[src/rtl/unified_mem_arbiter.sv]
// unified_mem_arbiter: shares one single-ported instruction/data memory
// between instruction fetch (IF) and load/store (MEM) of the RV32 pipeline.
// Each access is latched at grant and held until ram_ready. A one-cycle
// RESP state follows, during which the pipeline is released. Ties alternate
// between fetch and data so that neither requester starves.
// Optional build macro: ARB_PERF_CNT_EN adds saturating stall-cycle counters
// (perf_data_wait, perf_fetch_wait).
module unified_mem_arbiter #(
  parameter int ADDR_W = 32,
  parameter int DATA_W = 32
) (
  input  logic              clk,
  input  logic              rst,
  input  logic              if_req,
  input  logic [ADDR_W-1:0] if_addr,
  input  logic              dm_rd,
  input  logic              dm_wr,
  input  logic [ADDR_W-1:0] dm_addr,
  input  logic [DATA_W-1:0] dm_wdata,
  input  logic [DATA_W-1:0] ram_rdata,
  input  logic              ram_ready,
  output logic              ram_en,
  output logic              ram_we,
  output logic [ADDR_W-1:0] ram_addr,
  output logic [DATA_W-1:0] ram_wdata,
  output logic [DATA_W-1:0] if_instr,
  output logic              if_valid,
  output logic [DATA_W-1:0] dm_rdata,
  output logic              dm_done,
  output logic              pc_stall,
`ifdef ARB_PERF_CNT_EN
  output logic [31:0]       perf_data_wait,
  output logic [31:0]       perf_fetch_wait,
`endif
  output logic              pipe_stall
);

  typedef enum logic [1:0] {IDLE, FETCH, DATA, RESP} state_t;

  localparam logic GRANT_FETCH = 1'b0;
  localparam logic GRANT_DATA  = 1'b1;

  state_t              r_state;
  state_t              w_state_nxt;
  logic                r_served;
  logic                r_last_grant;
  logic [ADDR_W-1:0]   r_addr_q;
  logic [DATA_W-1:0]   r_wdata_q;
  logic                r_we_q;
  logic [DATA_W-1:0]   r_if_instr;
  logic [DATA_W-1:0]   r_dm_rdata;

  logic                w_dm_req;
  logic                w_grant_data;
  logic                w_grant_fetch;
  logic                w_in_access;
  logic                w_pipe_stall;
  logic                w_pc_stall;

  assign w_dm_req    = dm_rd | dm_wr;
  assign w_in_access = (r_state == FETCH) || (r_state == DATA);

  // Next-state selection and grant decision made only from IDLE
  always_comb begin
    w_state_nxt   = r_state;
    w_grant_data  = 1'b0;
    w_grant_fetch = 1'b0;
    unique case (r_state)
      IDLE: begin
        if (w_dm_req && (r_last_grant == GRANT_FETCH || !if_req)) begin
          w_grant_data = 1'b1;
          w_state_nxt  = DATA;
        end else if (if_req) begin
          w_grant_fetch = 1'b1;
          w_state_nxt   = FETCH;
        end
      end
      FETCH, DATA: begin
        if (ram_ready) w_state_nxt = RESP;
      end
      RESP:    w_state_nxt = IDLE;
      default: w_state_nxt = IDLE;
    endcase
  end

  // State, access latch and result capture registers
  always_ff @(posedge clk) begin
    if (rst) begin
      r_state      <= IDLE;
      r_served     <= 1'b0;
      r_last_grant <= GRANT_FETCH;
      r_addr_q     <= '0;
      r_wdata_q    <= '0;
      r_we_q       <= 1'b0;
      r_if_instr   <= '0;
      r_dm_rdata   <= '0;
    end else begin
      r_state <= w_state_nxt;
      if (w_grant_data) begin
        r_addr_q     <= dm_addr;
        r_wdata_q    <= dm_wdata;
        r_we_q       <= dm_wr;
        r_last_grant <= GRANT_DATA;
      end else if (w_grant_fetch) begin
        r_addr_q     <= if_addr;
        r_we_q       <= 1'b0;
        r_last_grant <= GRANT_FETCH;
      end
      if (r_state == FETCH && ram_ready) begin
        r_if_instr <= ram_rdata;
        r_served   <= 1'b0;
      end
      if (r_state == DATA && ram_ready) begin
        if (!r_we_q) r_dm_rdata <= ram_rdata;
        r_served <= 1'b1;
      end
    end
  end

  // Stalls release in the completion cycle so each request is served once
  always_comb begin
    w_pipe_stall = w_dm_req & ~(r_state == RESP && r_served);
    w_pc_stall   = w_pipe_stall | (if_req & ~(r_state == RESP && !r_served));
  end

  // Outputs are held at zero while reset is asserted
  always_comb begin
    ram_en     = ~rst & w_in_access;
    ram_we     = ~rst & r_we_q & (r_state == DATA);
    ram_addr   = rst ? '0 : r_addr_q;
    ram_wdata  = rst ? '0 : r_wdata_q;
    if_instr   = rst ? '0 : r_if_instr;
    dm_rdata   = rst ? '0 : r_dm_rdata;
    if_valid   = ~rst & (r_state == RESP) & ~r_served;
    dm_done    = ~rst & (r_state == RESP) & r_served;
    pipe_stall = ~rst & w_pipe_stall;
    pc_stall   = ~rst & w_pc_stall;
  end

`ifdef ARB_PERF_CNT_EN
  logic [31:0] r_perf_data_wait;
  logic [31:0] r_perf_fetch_wait;

  function automatic logic [31:0] sat_inc(input logic [31:0] v);
    return (v == 32'hFFFF_FFFF) ? v : v + 32'd1;
  endfunction

  // Stall-cycle counters, saturating at all ones
  always_ff @(posedge clk) begin
    if (rst) begin
      r_perf_data_wait  <= '0;
      r_perf_fetch_wait <= '0;
    end else begin
      if (w_pipe_stall) r_perf_data_wait <= sat_inc(r_perf_data_wait);
      if (w_pc_stall && !w_pipe_stall) r_perf_fetch_wait <= sat_inc(r_perf_fetch_wait);
    end
  end

  assign perf_data_wait  = r_perf_data_wait;
  assign perf_fetch_wait = r_perf_fetch_wait;
`endif

endmodule
[config.mk]
export PLATFORM = sky130hd
export DESIGN_NAME = unified_mem_arbiter
export DESIGN_NICKNAME = d
export VERILOG_FILES = /design/src/rtl/unified_mem_arbiter.sv
export SDC_FILE = /design/constraint.sdc
export NUM_CORES = 1
export LEC_CHECK = 0
export ABC_AREA = 1
export CAP_MARGIN = 10
export CORE_ASPECT_RATIO = 0.9
export CORE_MARGIN = 1.5
export CORE_UTILIZATION = 29
export DETAILED_ROUTE_END_ITERATION = 10
export GPL_ROUTABILITY_DRIVEN = 1
export PLACE_DENSITY = 0.55
export RECOVER_POWER = 50
export SYNTH_ARGS = -nofsm -noshare
export SYNTH_HDL_FRONTEND = slang
export SYNTH_SLANG_ARGS = --single-unit
[constraint.sdc]
create_clock -name clk -period 1.9 [get_ports clk]
set_input_delay 0.38 -clock clk [delete_from_list [all_inputs] [get_ports clk]]
set_output_delay 0.38 -clock clk [all_outputs]
set_load 0.02 [all_outputs]
; ---- Yosys cells after proc, flatten, opt, wreduce, memory -nomap -nowiden
; Index checks and enable logic that the tools add are counted.
[classes]
n_bitwise = 18
n_eq_ne = 5
n_reduce_logical = 15
n_mux = 20
[ops]
columns = operator, n
row1 = 32-bit two-way mux, 6
row2 = 1-bit bitwise AND, 10
row3 = 1-bit two-way mux, 10
row4 = 2-bit two-way mux, 3
row5 = 1-bit inverter, 6
row6 = 2-bit case mux with 3 select lines, 1
row7 = 1-bit logical AND, 5
row8 = 2-bit equality test (second input constant), 2
row9 = 2-bit AND reduction, 2
row10 = 2-bit nonzero test, 2
row11 = 3-bit != test (second input constant), 1
row12 = 2-bit by 1-bit equality test with 1-bit output (second input constant), 1
row13 = 1-bit zero test, 2
row14 = 2-bit zero test, 1
row15 = 1-bit logical OR, 2
row16 = 2-bit != test (second input constant), 1
row17 = 1-bit bitwise OR, 2
row18 = 2-bit OR reduction, 1
[word_totals]
wordCells = 66
inputBits = 134
regBits = 133
output_inout_bits = 134

; ---- Longest topological paths before layout
[depth]
word_depth = 7
ltp_mapped = 9
mapped_depth_nobuf = 8

; ---- Least setup slack after synthesis
; Ideal clock, no wire load.
[synth_timing]
kind = input to output
from = input port rst
to = output port dm_done
path_slack_ns = 0.383
arrival_ns = 1.137
path_buffers = 3
cell_stages = 4
cell_sequence = buf_6 -> clkbuf_1 -> buf_2 -> nor2_1
[synth_via]
elab_chain_cells = 3
[synth_lines]
columns = element, line
row1 = start: declaration, 13  ; input logic rst,
row2 = 1-bit inverter, 135  ; dm_done = ~rst & (r_state == RESP) & r_served;
row3 = 1-bit bitwise AND (2 in a row), 135
row4 = end: declaration, 29  ; output logic dm_done,
; No other way between the ends.

; ---- Worst setup path after layout
[layout_timing]
from = register r_if_instr[27]
to = output port if_instr[27]
[layout_via]
elab_chain_cells = 1
[layout_lines]
columns = element, line
row1 = start: declaration, 50  ; logic [DATA_W-1:0] r_if_instr;
row2 = start signal: assignment, 110  ; r_if_instr <= ram_rdata;
row3 = 32-bit two-way mux, 132  ; if_instr = rst ? '0 : r_if_instr;
row4 = end: declaration, 26  ; output logic [DATA_W-1:0] if_instr,
; No other way between the ends.

==> results_dict.tcl <==
set metrics [dict create \
    place_hpwl_um 13800 \
    drtAntennaViolNets 0 \
    r2r_slack_ns 0.21 \
    hold_path_class "in -> reg" \
    critPathMaxStageDelay_ns 0.61 \
    dieWidth_um 159 \
    wl_per_cell_um 13.2 \
    max_freq_mhz 542 \
    multi_input_area_sq_um 2620 \
    crit_type "reg -> out" \
    cts_sinks 133 \
    setup_viol 0 \
    dp_slack_ns -0.351 \
    drv_cap 0 \
    io_buffers 267 \
    start_util_pct 29.5 \
    grt_pass1_vias 6177 \
    crit_path_start_kind "flop" \
    max_slew_margin_pct 55.3 \
    min_period_ns 1.85 \
    p_leak_nw 5.79 \
    regArea_sq_um 2670 \
    ioPinCount 268 \
    num_vias 6677 \
    clock_skew_ns 0.0124 \
    fin_crit_sh_pct 97.2 \
    grt_start_max_net_pins 66 \
    rr_startpoint "r_state[1]" \
    synth_top_cell_area_share_pct 41.9 \
    finalWorstSetupSlack_ns 0.0536 \
    final_nets 1382 \
    reg2regPathDepth 9 \
    drtPass1Iterations 4 \
    worst_slew_pin_slew_ns 0.670 \
    final_cells 1548 \
    min_from "rst" \
    drtIter0Drc 361 \
    antenna_cells 0 \
    syn-instance-count 991 \
    cp_max_fo 2 \
    ys_ff_latch 133 \
    routed_wl_um 20500 \
    post_drt_via_cell_ratio 4.31 \
    hold_violations 0 \
    synthDominantAreaCellType "dfxtp_1" \
    die_height_um 143 \
    antenna_found_initial 0 \
    crit_chain "inv_1, nor2_1, clkdlybuf4s50_1" \
    holdPathStages 4 \
    core_area_sq_um 21600 \
    netlist_area_sq_um 6360 \
    yosys_warnings 0 \
    hold_end "r_addr_q[29]" \
    clk_latency_ns 0.42 \
    grt_overflow_total 0 \
    synth_cell_type_count 20 \
    final_max_slew_viol_count 0 \
    area_growth_syn_to_layout_pct 59.2 \
    ctsHtreeMaxLevel 4 \
    cts_root_buf "clkbuf_16" \
    synth_area_leaders "dfxtp_1 42%, nor2_1 12%, inv_1 12%, nand2_1 11%, a21oi_1 5.4%" \
    drive_above_1_share_pct 7.40 \
    outcome "finished, final reports clean" \
    utilization_pct 46.9 \
    placed_cells 1515 \
    r2r-end "r_wdata_q[22]" \
    drc_errors 0 \
    powerDensity_nw_per_um2 1150 \
    yosysSeqAreaShare_pct 41.9 \
    cp.arrival_ns 1.47 \
    avgSynthCellArea_sq_um 6.41 \
    grt_pass1_wl_um 31900 \
    finalPower_mw 11.6 \
    cts.reportedPaths.clkPinSlew_ns 0.06 \
    cp_slowest_cell "clkdlybuf4s50_1" \
    fillerInstances 2293 \
    post-cts-setup-buffers 0 \
    cts_buffers 17 \
    end_kind "output pin" \
    clockBufferDepth 2 \
    fp.dieArea_sq_um 22800 \
    ctsHoldBuffers 0 \
    critPathRequiredTime_ns 1.52 \
    place_congestion 0.776 \
    gr-usage-all-layers_pct 17.6 \
    cts_tree "built" \
    syn-num-nets 1129 \
    rows 51 \
    irDropWorstVdd_mv 0.522 \
]
[layer usage]
layer | GRT usage, % | vias to the layer above | share of wire (%)
met2 | 29.0 | 184 | 46
met4 | 5.71 | 0 | 1.7
met1 | 22.3 | 2984 | 47
li1 | - | 3488 | -
met3 | 4.73 | 21 | 5.2
met5 | 0 | - | 0
[what timing repair did]
| item | CTS | global route |
|---|---|---|
| pin swaps | 0 | 2 |
| endpoints found under the setup margin | 63 | 103 |
| endpoints found under the hold margin | 0 | 0 |
| cloned | 0 | 1 |
| gates resized for setup | 81 | 78 |
[power breakdown]
| group | internal, mW | switching [mW] |
|---|---|---|
| logic | 1.77 | 2.68 |
| registers | 3.57 | 0.270 |
| clock network | 1.97 | 1.36 |
| total | 7.31 | 4.31 |
[cells in the final DEF, fill, tap and decap left out, types with 5 or more instances in the layout]
master / n
inv_1: 194
nand4_1: 32
inv_6: 5
inv_2: 6
nand3_1: 32
a21oi_1: 67
dlygate4sd2_1: 58
clkbuf_16: 17
o21ai_0: 65
buf_12: 11
nand2_1: 179
buf_4: 18
nand2_2: 5
dfxtp_1: 131
clkdlybuf4s50_1: 136
dlymetal6s2s_1: 66
nor2_1: 200
[synthesized netlist by cell type (all sizes together)]
cell type  instances
ha                 4
inv              200
nor2             204
buf               40
o21ai             65
nand4             32
dfxtp            133
a21oi             68
nand3             33
clkbuf            25
or2                2
nand2            185
[worst max-delay path by stage]
stage | from | endpoint | slack (ns) | cells past startpoint
after detailed placement | dm_wr | pc_stall | -0.35 | 6
after floorplan | rst | dm_done | 0.38 | 4
after global routing | r_state[1] | ram_en | -0.001 | 6
after global placement | dm_wr | pc_stall | -0.31 | 6
after CTS | r_state[0] | pc_stall | -0.02 | 5
final | r_if_instr[27] | if_instr[27] | 0.05 | 3
[cell families after synthesis]
kind of cell | share of synthesized area (%)
AND/OR/NAND/NOR | 29.4
buffers and inverters | 17.4
AO/OA/AOI/OAI | 10.5
flip-flops | 41.9
adder cells (fa/ha/maj) | 0.787
[through the flow]
stage                     setup TNS, ns  hold WS [ns]  area (sq um)
final                                 0         0.324         10100
after global routing           -0.00143         0.332         10100
after CTS                       -0.0193         0.305          9930
after detailed placement         -15.26         0.444          9420
after global placement           -13.44         0.440          9420
after floorplan                       0         0.430          6360
[flip-flops by register name, indices dropped and copies added (netlist names)]
signal and count:
r_last_grant 1, r_we_q 1, r_addr_q 32, r_wdata_q 32, r_if_instr 32, r_dm_rdata 32, r_served 1, r_state 2
[cell type report]
class | instances | share of cell area, %
Clock buffer | 18 | 4.24
Clock inverter | 14 | 1.63
Inverter | 200 | 7.42
Multi-Input combinational cell | 594 | 25.9
Sequential cell | 133 | 26.3
Tap cell | 291 | 3.60
Timing Repair Buffer | 298 | 30.9
[critical path: cells and delay by family, from the launching register on]
family / cells / cell delay [ns]
buffers and inverters: 2 / 0.66
flip-flops: 1 / 0.31
AND/OR/NAND/NOR: 1 / 0.09
Note: power is estimated with default switching activity, not from simulation.
